`src/rtl/module_bin2bcd_seq.sv`:
```
// +--------------------------------------------------------------------------+
// | module_bin2bcd_seq                                                       |
// | Sequential binary-to-BCD converter (shift-add-3) with start/busy/done    |
// | handshake, synchronised start request and saturating overflow output.    |
// | Rev 1.0                                                                  |
// +--------------------------------------------------------------------------+
`default_nettype none

module module_bin2bcd_seq #(
  parameter int IN_WIDTH    = 16,
  parameter int N_DIGITS    = 4,
  parameter int SYNC_STAGES = 3
) (
  input  logic                    clk,
  input  logic                    rst,
  input  logic                    start_input,
  input  logic [IN_WIDTH-1:0]     numero_input,
  output logic                    busy_output,
  output logic                    done_output,
  output logic                    overflow_output,
  output logic [4*N_DIGITS-1:0]   bcd_output
);

  localparam int C_DW = 4 * N_DIGITS;
  localparam int C_CW = $clog2(IN_WIDTH + 1);
  localparam logic [C_CW-1:0] C_LAST_SHIFT = C_CW'(IN_WIDTH - 1);
  localparam logic [C_DW-1:0] C_ALL_NINES  = {N_DIGITS{4'h9}};

  typedef enum logic [1:0] {
    ST_IDLE  = 2'd0,
    ST_LOAD  = 2'd1,
    ST_SHIFT = 2'd2,
    ST_DONE  = 2'd3
  } state_t;

  state_t                   state_q;
  logic [SYNC_STAGES-1:0]   sync_q;
  logic                     edge_q;
  logic [IN_WIDTH-1:0]      bin_q;
  logic [C_DW-1:0]          digit_q;
  logic                     ovf_q;
  logic [C_CW-1:0]          cnt_q;
  logic                     busy_q;
  logic                     done_q;
  logic                     ovf_out_q;
  logic [C_DW-1:0]          bcd_q;

  logic                     request_d;
  logic [C_DW-1:0]          corr_d;
  logic [C_DW+IN_WIDTH:0]   shift_d;
  logic                     carry_d;
  logic [C_DW-1:0]          digit_shift_d;
  logic [IN_WIDTH-1:0]      bin_shift_d;
  logic                     ovf_d;

  // Rising edge of the last synchroniser stage; a held level gives one request.
  assign request_d = sync_q[SYNC_STAGES-1] & ~edge_q;

  // All digits are corrected in parallel from their pre-shift values.
  for (genvar k = 0; k < N_DIGITS; k++) begin : g_digit_corr
    assign corr_d[4*k +: 4] = (digit_q[4*k +: 4] >= 4'd5) ? (digit_q[4*k +: 4] + 4'd3)
                                                            : digit_q[4*k +: 4];
  end

  assign shift_d       = {corr_d, bin_q, 1'b0};
  assign carry_d       = shift_d[C_DW+IN_WIDTH];
  assign digit_shift_d = shift_d[C_DW+IN_WIDTH-1:IN_WIDTH];
  assign bin_shift_d   = shift_d[IN_WIDTH-1:0];
  // Any bit carried out of the top digit means the operand needs more digits.
  assign ovf_d         = ovf_q | carry_d;

  always_ff @(posedge clk or negedge rst) begin
    if (!rst) begin
      state_q   <= ST_IDLE;
      sync_q    <= '0;
      edge_q    <= 1'b0;
      bin_q     <= '0;
      digit_q   <= '0;
      ovf_q     <= 1'b0;
      cnt_q     <= '0;
      busy_q    <= 1'b0;
      done_q    <= 1'b0;
      ovf_out_q <= 1'b0;
      bcd_q     <= '0;
    end else begin
      sync_q <= {sync_q[SYNC_STAGES-2:0], start_input};
      edge_q <= sync_q[SYNC_STAGES-1];
      done_q <= 1'b0;

      case (state_q)
        ST_IDLE: begin
          if (request_d) begin
            state_q <= ST_LOAD;
            busy_q  <= 1'b1;
          end
        end

        ST_LOAD: begin
          bin_q   <= numero_input;
          digit_q <= '0;
          ovf_q   <= 1'b0;
          cnt_q   <= '0;
          state_q <= ST_SHIFT;
        end

        ST_SHIFT: begin
          bin_q   <= bin_shift_d;
          digit_q <= digit_shift_d;
          ovf_q   <= ovf_d;
          cnt_q   <= cnt_q + 1'b1;
          // Results are registered on the last shift so they are valid with the done pulse.
          if (cnt_q == C_LAST_SHIFT) begin
            state_q   <= ST_DONE;
            done_q    <= 1'b1;
            ovf_out_q <= ovf_d;
            bcd_q     <= ovf_d ? C_ALL_NINES : digit_shift_d;
          end
        end

        ST_DONE: begin
          state_q <= ST_IDLE;
          busy_q  <= 1'b0;
        end

        default: begin
          state_q <= ST_IDLE;
          busy_q  <= 1'b0;
        end
      endcase
    end
  end

  assign busy_output     = busy_q;
  assign done_output     = done_q;
  assign overflow_output = ovf_out_q;
  assign bcd_output      = bcd_q;

endmodule

`default_nettype wire

```
`config.mk`:
```
export PLATFORM = sky130hd
export DESIGN_NAME = module_bin2bcd_seq
export DESIGN_NICKNAME = d
export VERILOG_FILES = /design/src/rtl/module_bin2bcd_seq.sv
export SDC_FILE = /design/constraint.sdc
export NUM_CORES = 1
export LEC_CHECK = 0
export BUFFER_PORTS_ARGS = -buffer_cell sky130_fd_sc_hd__buf_4
export CAP_MARGIN = 20
export CORE_ASPECT_RATIO = 0.75
export CORE_MARGIN = 2
export CORE_UTILIZATION = 57
export DETAILED_ROUTE_END_ITERATION = 10
export PLACE_DENSITY = 0.79
export RECOVER_POWER = 50
export SLEW_MARGIN = 10
export SYNTH_ARGS = -nofsm -noshare
export SYNTH_HDL_FRONTEND = slang
export SYNTH_SLANG_ARGS = --single-unit
```
`constraint.sdc`:
```
create_clock -name clk -period 1.9 [get_ports clk]
set_input_delay 0 -clock clk [delete_from_list [all_inputs] [get_ports clk]]
set_output_delay 0 -clock clk [all_outputs]
set_load 0.05 [all_outputs]
```
; After elaboration in Yosys (flattened, before gate mapping)
; Cells that the tools add are included.
[word_totals]
regBits = 63
elab_cells = 51
in_bits = 19
[classes]
n_reduce_logical = 6
n_addsub = 5
bitwise = 3
muxes = 16
n_eq_ne = 6
n_lt_le_gt_ge = 4
[ops]
columns = cell, count
row1 = $pmux 16 s2, 2
row2 = $add 4x2->4 const B, 4
row3 = $ge 4x3->1 const B, 4
row4 = $mux 16, 1
row5 = $mux 4, 4
row6 = $pmux 5 s2, 1
row7 = $pmux 2 s4, 1
row8 = $reduce_and 2->1, 3
row9 = $add 5x1->5 const B, 1
row10 = $eq 5x4->1 const B, 1
row11 = $eq 2x2->1 const B, 2
row12 = $mux 2, 2
row13 = $ne 2x2->1 const B, 2
row14 = $pmux 1 s2, 2
row15 = $reduce_bool 2->1, 2
row16 = $mux 1, 3
row17 = $eq 2x1->1 const B, 1
row18 = $logic_not 2->1, 1
row19 = $and 1x1->1, 1
row20 = $not 1->1, 1
row21 = $or 1x1->1, 1

; Logic depth before layout (Yosys ltp)
[logic_depth]
depth_word = 4
ltp_mapped = 8
ltp_nobuf = 7

; Worst setup path before layout
; No wires, ideal clock.
[synth_path]
kind = reg2reg
startpoint = register cnt_q[0]
endpoint = register bcd_q[14], in the netlist bcd_output[14]
stages_incl_launch_ff = 9
path_buffers = 2
t_arrival_ps = 1636
required_ps = 1808
path_slack_ps = 172
cell_sequence = dfrtp_1 -> ha_1 -> and3_1 -> ha_1 -> nand2_1 -> buf_2 -> buf_1 -> nand2_1 -> o31ai_2
[synth_between]
elab_chain_len = 2
[synth_lines]
columns = item, line_no
row1 = "start, declared", 42  ; logic [C_CW-1:0] cnt_q;
row2 = "start signal, assigned", 110  ; cnt_q <= cnt_q + 1'b1;
row3 = $eq 5x4->1, 112  ; if (cnt_q == C_LAST_SHIFT) begin
row4 = $reduce_and 2->1 (no line), --
row5 = "end signal, assigned", 116  ; bcd_q <= ovf_d ? C_ALL_NINES : digit_shift_d;
row6 = "end, declared", 46  ; logic [C_DW-1:0] bcd_q;
; Every way passes these cells.
; A chain may end at the register's enable or synchronous reset.

; Worst setup path in the final report
[layout_path]
startpoint = register cnt_q[0]
endpoint = register bcd_q[0], in the netlist bcd_output[0]
; Same word-level chain as after synthesis.

==> impl_metrics.ini <==
[run_status]
status = finished, violations left
violations = max-capacitance violations, max-slew violations

[timing]
finalSetupTns_ps = 0
fin_crit_sh = 0.948
fmax_mhz = 555
min_period_ps = 1800
setup_viol_count_final = 0
tightestPinTransition_ps = 1500
relSlewSlack = -0.00236
rsz0062_at_grt = false
fin_ws_ps = 99.2
drv_slew = 63
skew_ps = 6.67
hold_violations = 0

[power_and_ir_drop]
ir_drop_v = 0.000779
power_density_nw_per_um2 = 1260
power.leakage_uw = 0.00163

[layout]
drive_above_1_share = 0.216
mostFrequentLayoutCells = dfrtp_1 (63), buf_4 (39), a21oi_1 (26)
final_common_cell = dfrtp_1
final_nets = 370
area_growth_pct = 24.7
antenna-diode-count = 0

[yosys]
synth.distinct_cells = 33
synthCells = 278
syn-cell-area_um2 = 2920
syn_nets = 311
syn_avg_cell_area_um2 = 10.5
ys_seq_elements = 63
synth_warnings = 0
seq_area_frac_synth = 0.539

[critical_path]
arrival_ps = 2060
start_kind = register
cp-end-kind = register
crit_chain = ha_1 -> and3_1 -> ha_1 -> nand2_2 -> buf_4 -> nor2_1 -> a21oi_1
cpMostUsedCell = ha_1
critPathRequiredTime_ps = 2160
cp_slowest_cell = dfrtp_1
slowest_delay_ps = 410
critPathKind = register to register
cp_max_fo = 19

[global_routing]
antenna_found_initial = 0
track_usage = 0.240
grt_max_degree = 64
grt_pass1_wl_um = 10300
grt-ovfl-total = 0
grt_pass1_vias = 2225

[run]
drv_cap = 1

[route]
routed-via-count = 2201
routed_wl_um = 6140
vias_per_cell = 5.48
first_iter_violations = 102
drc_errors = 0
first_pass_iters = 4
wl_per_cell_um = 15.3
final_antenna_net_count = 0

[clocking]
ctsLongestPathBuffers = 2
h-tree-depth = 3
insertion_delay_ps = 340
cts.sinks = 63
cts_tree = yes
clk_pin_slew_ps = 70
clock-root-buffer = clkbuf_8
post_cts.repair.setup_buffers = 0
numCtsBuffers = 9

[place]
portBuffers = 37
hpwl_um = 3820
pre_cts_slack_ps = 133
gp_congestion = 0.813

[hold_path]
holdCritPathClass = primary input to register

[floorplanning]
die_h_um = 66.0
chipWidth_um = 86.7
die_area_um2 = 5720
start_util = 0.593
rows = 22
core_area_um2 = 4930
io_pins = 38
through the flow:
step                cell area, um2  hold slack, ps  cells  total power (uW)  utilization
global placement              3270             114    368              3300        0.663
finish                        3640            25.4    402              4580        0.739
global route                  3640            18.6    402              4880        0.739
detailed placement            3270             114    368              3370        0.663
floorplan                     2920            -296    278              2960            -
CTS                           3640            4.03    401              4600        0.739
worst max-delay path: cells and delay by family (launching register included):
kind,cells,cell delay [ps]
AOI/OAI and AO/OA,1,180
adders and majority gates,2,450
buffers and inverters,1,260
DFF,1,410
and+or+nand+nor,3,410
worst paths after layout:
check / startpoint / to / slack (ps) / cells past startpoint
worst max-delay path: cnt_q[0]$_DFFE_PN0P_ / bcd_output[0]$_DFFE_PN0P_ / 100 / 7
min in group asynchronous: rst / digit_q[10]$_DFFE_PN0P_ / 550 / 2
worst min-delay path: numero_input[11] / bin_q[11]$_DFFE_PN0P_ / 30 / 3
max in group asynchronous: rst / bcd_output[12]$_DFFE_PN0P_ / 440 / 2
worst min register to register: sync_q[1]$_DFF_PN0_ / sync_q[2]$_DFF_PN0_ / 350 / 0
worst max register to register: cnt_q[0]$_DFFE_PN0P_ / bcd_output[0]$_DFFE_PN0P_ / 100 / 7
where the power goes:
group	internal [uW]	switching [uW]
combinational	651	992
clock	674	513
sequential	1600	150
total	2930	1650
synth_stat cells:
cell type  instances  share of area
a21boi_0           1         0.0026
a31o_2             1         0.0030
a31oi_1            8          0.017
nand3b_1           1         0.0026
o31ai_1            7          0.018
o31ai_2            2         0.0086
o21ai_1            1         0.0017
nor2b_1            1         0.0021
buf_4              1         0.0026
buf_2              8          0.014
inv_1             25          0.032
dfrtp_1           63           0.54
mux2_4             1         0.0051
o22ai_1           16          0.034
o21ai_0           10          0.017
nor3_1             4         0.0068
mux2i_1           16          0.055
nor3b_1            1         0.0026
nand2_1           16          0.021
nand2b_1           4         0.0086
nor2b_4            1         0.0047
mux2_2             7          0.027
xnor2_1            4          0.012
a21oi_1           27          0.046
clkbuf_1           4         0.0051
o21a_1             1         0.0026
o32a_1             1         0.0034
ha_1              14          0.060
and3_1             1         0.0021
buf_1              2         0.0026
nor2_1            24          0.031
nand3_1            4         0.0068
o31a_2             1         0.0034
per-layer routing:
layer | up-vias | GRT usage | routed length, um
li1 | 1080 | - | -
met3 | 10 | 0.0737 | 240
met5 | - | 0 | 0
met1 | 1064 | 0.302 | 2780
met4 | 0 | 0.111 | 93
met2 | 47 | 0.382 | 3030
logic make-up after synthesis:
group,count (synthesis),synth area share
flip-flops,63,0.539
multiplexers,24,0.0869
adder cells (fa/ha/maj),14,0.0599
buffers and inverters,40,0.0561
XOR/XNOR,4,0.0120
AO/OA/AOI/OAI,76,0.158
AND/OR/NAND/NOR,57,0.0878
repair_timing:
action | CTS | global route
endpoints found under the hold margin | 79 | 0
endpoints found under the setup margin | 0 | 3
hold buffers | 17 | 0
gates resized for setup | 0 | 4
layout make-up:
type | instances | area, um2
multi-input cells | 175 | 1190
well taps | 60 | 75.1
clock buffers | 11 | 151
repair inverters | 1 | 7.51
clock inverters | 5 | 56.3
fillers | 340 | 1280
inverters | 25 | 97.6
flip-flops and latches | 63 | 1580
repair buffers | 62 | 490
sequential cells by signal, summed over array words and instances (netlist names):
| register | cells |
|---|---|
| bcd_output | 16 |
| bin_q | 16 |
| busy_output | 1 |
| cnt_q | 5 |
| digit_q | 16 |
| done_output | 1 |
| edge_q | 1 |
| overflow_output | 1 |
| ovf_q | 1 |
| state_q | 2 |
| sync_q | 3 |
Power figures use the tool's default switching activity.
